[src/rtl/ttl_555_meter.sv]
// Square-wave period meter: measures the high and low durations of an asynchronous
// input in clk cycles. Define TTL_555_METER_PERIOD_EN to add the period/duty_high outputs.
module ttl_555_meter #(
  parameter int CNT_WIDTH      = 16,
  parameter int TIMEOUT_COUNTS = 65535,
  parameter int SYNC_STAGES    = 2
) (
  input  logic                 clk,
  input  logic                 reset,
  input  logic                 in,
  output logic [CNT_WIDTH-1:0] high_count,
  output logic [CNT_WIDTH-1:0] low_count,
  output logic                 valid,
`ifdef TTL_555_METER_PERIOD_EN
  output logic [CNT_WIDTH:0]   period,
  output logic                 duty_high,
`endif
  output logic                 timeout
);

  typedef enum logic [1:0] {
    WAIT_LOW,
    WAIT_RISE,
    MEAS_HIGH,
    MEAS_LOW
  } state_t;

  localparam logic [CNT_WIDTH-1:0] LIMIT = CNT_WIDTH'(TIMEOUT_COUNTS);

  state_t                 state_q, state_d;
  logic [SYNC_STAGES-1:0] sync_q;
  logic [SYNC_STAGES-1:0] filled_q;
  logic                   p_q;
  logic [CNT_WIDTH-1:0]   counter_q;
  logic [CNT_WIDTH-1:0]   high_len_q;

  logic s, rise, fall, primed, at_limit;
  logic start_cnt, inc_cnt, take_high, publish, expire;

  assign s        = sync_q[SYNC_STAGES-1];
  assign rise     = s & ~p_q;
  assign fall     = ~s & p_q;
  assign at_limit = (counter_q == LIMIT);
  // s only reflects the real input once the reset zeros have drained out of the chain,
  // so a level held high across reset is not mistaken for a fresh low-to-high edge.
  assign primed   = filled_q[SYNC_STAGES-1];

  // NOTE: sequential state uses non-blocking assignments so every register samples
  // the pre-edge values of the others, independent of statement order.
  always_ff @(posedge clk or posedge reset) begin
    if (reset) begin
      sync_q   <= '0;
      filled_q <= '0;
      p_q      <= 1'b0;
      state_q  <= WAIT_LOW;
    end else begin
      sync_q   <= {sync_q[SYNC_STAGES-2:0], in};
      filled_q <= {filled_q[SYNC_STAGES-2:0], 1'b1};
      p_q      <= s;
      state_q  <= state_d;
    end
  end

  // NOTE: every combinational output gets a default first, so no path leaves it
  // unassigned and no latch is inferred.
  always_comb begin
    state_d = state_q;
    unique case (state_q)
      WAIT_LOW:  if (primed && !s) state_d = WAIT_RISE;
      WAIT_RISE: if (rise)         state_d = MEAS_HIGH;
      MEAS_HIGH: begin
        if (fall)          state_d = MEAS_LOW;
        else if (at_limit) state_d = WAIT_LOW;
      end
      MEAS_LOW: begin
        if (rise)          state_d = MEAS_HIGH;
        else if (at_limit) state_d = WAIT_LOW;
      end
      default: state_d = WAIT_LOW;
    endcase
  end

  always_comb begin
    start_cnt = 1'b0;
    inc_cnt   = 1'b0;
    take_high = 1'b0;
    publish   = 1'b0;
    expire    = 1'b0;
    unique case (state_q)
      WAIT_RISE: start_cnt = rise;
      MEAS_HIGH: begin
        if (fall) begin
          take_high = 1'b1;
          start_cnt = 1'b1;
        end else if (at_limit) begin
          expire = 1'b1;
        end else begin
          inc_cnt = 1'b1;
        end
      end
      MEAS_LOW: begin
        // An edge on the limit cycle still completes the measurement.
        if (rise) begin
          publish   = 1'b1;
          start_cnt = 1'b1;
        end else if (at_limit) begin
          expire = 1'b1;
        end else begin
          inc_cnt = 1'b1;
        end
      end
      default: ;
    endcase
  end

  always_ff @(posedge clk or posedge reset) begin
    if (reset) begin
      counter_q  <= '0;
      high_len_q <= '0;
      high_count <= '0;
      low_count  <= '0;
      valid      <= 1'b0;
      timeout    <= 1'b0;
`ifdef TTL_555_METER_PERIOD_EN
      period     <= '0;
      duty_high  <= 1'b0;
`endif
    end else begin
      valid <= publish;
      if (start_cnt)    counter_q <= CNT_WIDTH'(1);
      else if (inc_cnt) counter_q <= counter_q + CNT_WIDTH'(1);
      if (take_high) high_len_q <= counter_q;
      if (publish) begin
        high_count <= high_len_q;
        low_count  <= counter_q;
        timeout    <= 1'b0;
`ifdef TTL_555_METER_PERIOD_EN
        period     <= {1'b0, high_len_q} + {1'b0, counter_q};
        duty_high  <= (high_len_q > counter_q);
`endif
      end else if (expire) begin
        timeout <= 1'b1;
      end
    end
  end

endmodule
[config.mk]
export PLATFORM = sky130hd
export DESIGN_NAME = ttl_555_meter
export DESIGN_NICKNAME = d
export VERILOG_FILES = /design/src/rtl/ttl_555_meter.sv
export SDC_FILE = /design/constraint.sdc
export NUM_CORES = 1
export LEC_CHECK = 0
export ABC_CLOCK_PERIOD_IN_PS = 4800
export CAP_MARGIN = 10
export CELL_PAD_IN_SITES_DETAIL_PLACEMENT = 0
export CELL_PAD_IN_SITES_GLOBAL_PLACEMENT = 2
export CORE_AREA = 3 3 92 94
export CTS_CLUSTER_SIZE = 16
export DETAILED_ROUTE_END_ITERATION = 8
export DIE_AREA = 0 0 95 97
export HOLD_SLACK_MARGIN = 0.12
export PLACE_DENSITY_LB_ADDON = 0.1
export SYNTH_ARGS = -nofsm -noshare
export SYNTH_HDL_FRONTEND = slang
export SYNTH_SLANG_ARGS = --single-unit
[constraint.sdc]
create_clock -name clk -period 4.8 [get_ports clk]
set_input_delay 0.48 -clock clk [delete_from_list [all_inputs] [get_ports clk]]
set_output_delay 0.48 -clock clk [all_outputs]
set_load 0.1 [all_outputs]
==> Word level (Yosys, flattened, before mapping) <==
Index checks and enable logic that the tools add are counted.
{ "totals": {"reg_bits": 73, "mem_count": 0, "in_bits": 3, "output_inout_bits": 34, "latchBits": 0, "rom_bits": 0, "ram_bits": 0, "wordCells": 50} }
{ "op_classes": {"eq_ne": 6, "bitwise_logic": 4, "n_lt_le_gt_ge": 0, "n_addsub": 1, "n_reduce_logical": 6, "div": 0, "n_shift": 0, "muxes": 23, "mul": 0} }
{ "op_table": {"columns": ["cell", "n"], "rows": [
  ["$mux W16", 2],
  ["$add A16 B1 Y16 const B", 1],
  ["$eq A16 B16 Y1 const B", 1],
  ["$mux W1", 12],
  ["$mux W2", 5],
  ["$pmux W2 S4", 1],
  ["$eq A2 B2 Y1 const B", 2],
  ["$ne A2 B2 Y1 const B", 2],
  ["$pmux W1 S2", 2],
  ["$reduce_bool A2 Y1", 2],
  ["$pmux W1 S3", 1],
  ["$and A1 B1 Y1", 2],
  ["$eq A2 B1 Y1 const B", 1],
  ["$logic_not A2 Y1", 1],
  ["$not A1 Y1", 2],
  ["$reduce_and A2 Y1", 1],
  ["$logic_and A1 B1 Y1", 1],
  ["$logic_not A1 Y1", 1]
]} }

==> Depth between registers and ports, before layout <==
{ "depth": {"word_depth": 6, "depth_mapped": 7, "mapped_depth_nobuf": 5} }

==> Worst setup path after synthesis <==
No wires, ideal clock.
{ "synth_path": {"path_kind": "register to register", "start": "register state_q[0]", "end": "register counter_q[11]", "arrival_ns": 1.741, "slack_ns": 2.935, "required_ns": 4.675, "stages_incl_launch_ff": 7, "period_less_slack_ns": 1.865, "cell_sequence": "dfrtp_1 and3b_1 buf_6 or3_4 buf_6 nor3_1 mux2_2"} }
{ "synth_between": {"elab_chain_len": 3} }
{ "synth_lines": {"columns": ["item", "line_no", "source"], "rows": [
  ["from (decl)", "30", "state_t state_q, state_d;"],
  ["from (signal assigned)", "60", "state_q <= state_d;"],
  ["$eq A2 B2 Y1 / $eq A2 B1 Y1 (equally long branches)", "89", "unique case (state_q)"],
  ["$pmux W1 S3 / $pmux W1 S2 (equally long branches)", "89", null],
  ["$mux W16 / $reduce_bool A2 Y1 (equally long branches)", null, null],
  ["to (signal assigned)", "131", "else if (inc_cnt) counter_q <= counter_q + CNT_WIDTH'(1);"],
  ["to (decl)", "34", "logic [CNT_WIDTH-1:0] counter_q;"]
]} }
Parallel ways exist; a longest one is shown, timed or not.
A chain may end at the register's enable or synchronous reset.

==> Final worst setup path <==
{ "layout_path": {"start": "register p_q", "end": "register high_count[11]"} }
{ "layout_between": {"elab_chain_len": 4} }
{ "layout_lines": {"columns": ["item", "line_no", "source"], "rows": [
  ["from (decl)", "33", "logic p_q;"],
  ["from (signal assigned)", "59", "p_q <= s;"],
  ["$not A1 Y1", "41", "assign rise = s & ~p_q;"],
  ["$and A1 B1 Y1", "41", null],
  ["$mux W1", "103", "if (rise) begin"],
  ["$mux W1", "89", null],
  ["via publish", "38", "logic start_cnt, inc_cnt, take_high, publish, expire;"],
  ["to (signal assigned)", "134", "high_count <= high_len_q;"],
  ["to (decl)", "11", "output logic [CNT_WIDTH-1:0] high_count,"]
]} }
The timed path passes the listed nets, and every way through them passes these cells.

==> impl_metrics.py <==
metrics = {
    "power": {
        "power.switching_mw": 0.656,
        "p_comb_share_pct": 28.2,
        "p_per_area_mw_per_mm2": 479,
        "ir_worst_vdd_v": 0.000302,
        "power.share.sequential_pct": 41.7,
        "clockPowerShare_pct": 30.1,
        "switching_share_pct": 36.8,
        "p_int_mw": 1.13,
        "p_leak_nw": 1.64,
    },
    "timing": {
        "fmax_ghz": 0.430,
        "fin_skew_ps": 8.74,
        "period_needed_ps": 2330,
        "post-route-period-util_pct": 48.4,
        "tns_ps": 0,
        "hold_slack_ps": 352,
        "worstMarginPinSlew_ps": 1010,
        "setup_viol": 0,
        "maxSlewHeadroom_pct": 32.5,
        "rsz0062_at_grt": "no",
        "finalHoldViolations": 0,
        "drv_slew": 0,
    },
    "routing": {
        "wl_um": 6410,
        "vias": 2014,
        "drt_iter0_drc": 86,
        "drt.antenna.violating_nets": 0,
        "drc": 0,
        "dr.pass1.iters": 4,
        "avgViaCountPerCell": 5.23,
        "wl_per_cell_um": 16.7,
    },
    "global_route": {
        "grt_start_max_net_pins": 49,
        "grt_pass1_vias": 2098,
        "grt_pass1_wl_um": 10800,
        "overflow": 0,
        "grt_usage_pct": 15.1,
        "antenna_found_initial": 0,
    },
    "setup_path": {
        "worstPathCellList": "and3b_1, nand2_1, buf_4, inv_2, mux2_2",
        "crit_type": "reg -> reg",
        "critPathBufInv": 2,
        "r2r_setup_slack_ps": 2470,
        "critPathLaunchType": "flip-flop",
        "slowest_stage": "nand2_1",
        "crit_arrival_ps": 2560,
        "endpoint_kind": "flip-flop",
        "cpPeakStageDelay_ps": 480,
        "cp_max_fo": 19,
        "critPathRequiredTime_ps": 5030,
        "cp_top_family": "simple AND/OR/NAND/NOR gates",
    },
    "layout": {
        "final_core_util_pct": 48.1,
        "n_antenna_cell": 0,
        "nets": 282,
        "drive_above_1_share_pct": 26.1,
        "syn_to_final_growth_pct": 21.9,
    },
    "clock_tree": {
        "worst_skew_pair.late_latency_ps": 350,
        "clock_path_buffers": 2,
        "clkTransAtPathRegs_ps": 80,
        "hold_buffers": 0,
        "clock_tree.root_cell": "clkbuf_8",
        "cts_resized": 0,
        "post-cts-setup-buffers": 0,
        "cts_tree": "done",
        "h-tree-depth": 3,
        "cts.sinks": 73,
        "cts_made_buffers": 9,
    },
    "synthesis": {
        "yosys.area.top_type": "dfrtp_1",
        "synth_area_per_cell_um2": 12.7,
        "synth_area_leaders": "dfrtp_1 60%, mux2_2 16%, nand2_1 1.6%",
        "syn_nets": 243,
        "synth_top_cells_by_count": "73 x dfrtp_1, 44 x mux2_2, 13 x nand2_1",
        "ys_types": 41,
        "yosysWarnings": 0,
        "netlist_instances": 239,
        "async_flop_share_pct": 100,
        "ys_ff_latch": 73,
        "synth_top_area_share_pct": 60.0,
        "netlist_area_mm2": 0.00305,
        "synth_most_common_cell": "dfrtp_1",
        "yosys_most_used_dff": "dfrtp_1",
        "synth_edf_count": 0,
        "ys_seq_area_share_pct": 60.0,
    },
    "status": {
        "outcome": "complete, no violations",
    },
    "flow_run": {
        "drv_cap": 0,
    },
    "floorplan": {
        "die_w_um": 95,
        "start_util_pct": 39.4,
        "ios": 37,
        "coreArea_mm2": 0.00773,
        "die_area_mm2": 0.00922,
        "die_h_um": 97,
        "rows": 32,
    },
    "min_path": {
        "hold_path_class": "reg -> reg",
    },
    "placed_design": {
        "gp_congestion": 0.801,
        "io_buffers": 36,
        "place_hpwl_um": 4280,
    },
}
==> state kept, by name, summed over array words and instances (netlist names) <==
signal      count
p_q             1
high_len_q     16
sync_q          2
filled_q        2
valid           1
high_count     16
low_count      16
counter_q      16
state_q         2
timeout         1
==> stage by stage <==
stage          instances  area [µm²]  power, mW  setup slack [ps]
3_3_place_gp         369        3500       1.26              2520
4_1_cts              385        3710       1.80              2440
5_1_grt              385        3710       1.87              2270
3_5_place_dp         369        3500       1.27              2470
2_1_floorplan        239        3050       1.14              2470
6_report             385        3710       1.78              2470
==> power by group through the flow <==
stage	sequential [mW]	clock [mW]	combinational [mW]
finish	0.743	0.535	0.503
global route	0.755	0.581	0.531
CTS	0.744	0.550	0.509
detailed placement	0.757	0	0.508
global placement	0.758	0	0.504
floorplan	0.980	0	0.165
==> layer usage <==
layer	track usage (%)	vias up	share of wire, %
met5	0	-	0
met4	5.44	0	1.9
met3	4.59	11	4.8
met2	22.3	37	46
met1	21.0	1017	48
li1	-	949	-
==> kinds of logic after synthesis <==
| family | Yosys count | share of synthesized area [%] |
|---|---|---|
| AOI/OAI and AO/OA | 33 | 6.90 |
| adders and majority gates | 1 | 0.411 |
| buffers and inverters | 20 | 3.12 |
| DFF | 73 | 60.0 |
| muxes | 46 | 16.9 |
| other | 1 | 0.123 |
| and+or+nand+nor | 65 | 12.6 |
==> path summary, 6_finish.rpt <==
check	depth (start not counted)	startpoint	end
max	5	p_q	high_count[11]
min	0	filled_q[0]	filled_q[1]
min reg2reg	0	filled_q[0]	filled_q[1]
max in group asynchronous	3	reset	high_len_q[13]
max reg2reg	5	p_q	high_count[11]
min in group asynchronous	2	reset	high_len_q[12]
==> cell usage in the layout (no fill, tap or decap), types with 2 or more instances in the layout <==
master / instances
a211oi_1: 2
a21oi_1: 8
a31oi_1: 3
buf_4: 3
bufinv_16: 2
clkbuf_8: 9
clkdlybuf4s50_1: 36
clkinvlp_4: 3
dfrtp_1: 73
inv_1: 7
inv_2: 2
mux2_2: 44
mux2i_1: 2
nand2_1: 13
nand3_1: 4
nand4_1: 5
nor2_1: 9
nor3_1: 5
nor4_1: 4
o21ai_0: 8
o311ai_0: 2
o31ai_1: 5
o41ai_1: 2
or2_2: 3
or3_1: 5
or3b_2: 2
or4_1: 6
==> final cells by class <==
type	count	area, µm²
clock buffers	10	128
clock inverters	6	91.3
fillers	725	4010
inverters	9	33.8
multi-input cells	146	1120
flip-flops and latches	73	1830
well taps	102	128
repair buffers	39	383
No activity file was read; power rests on OpenSTA's default activity.
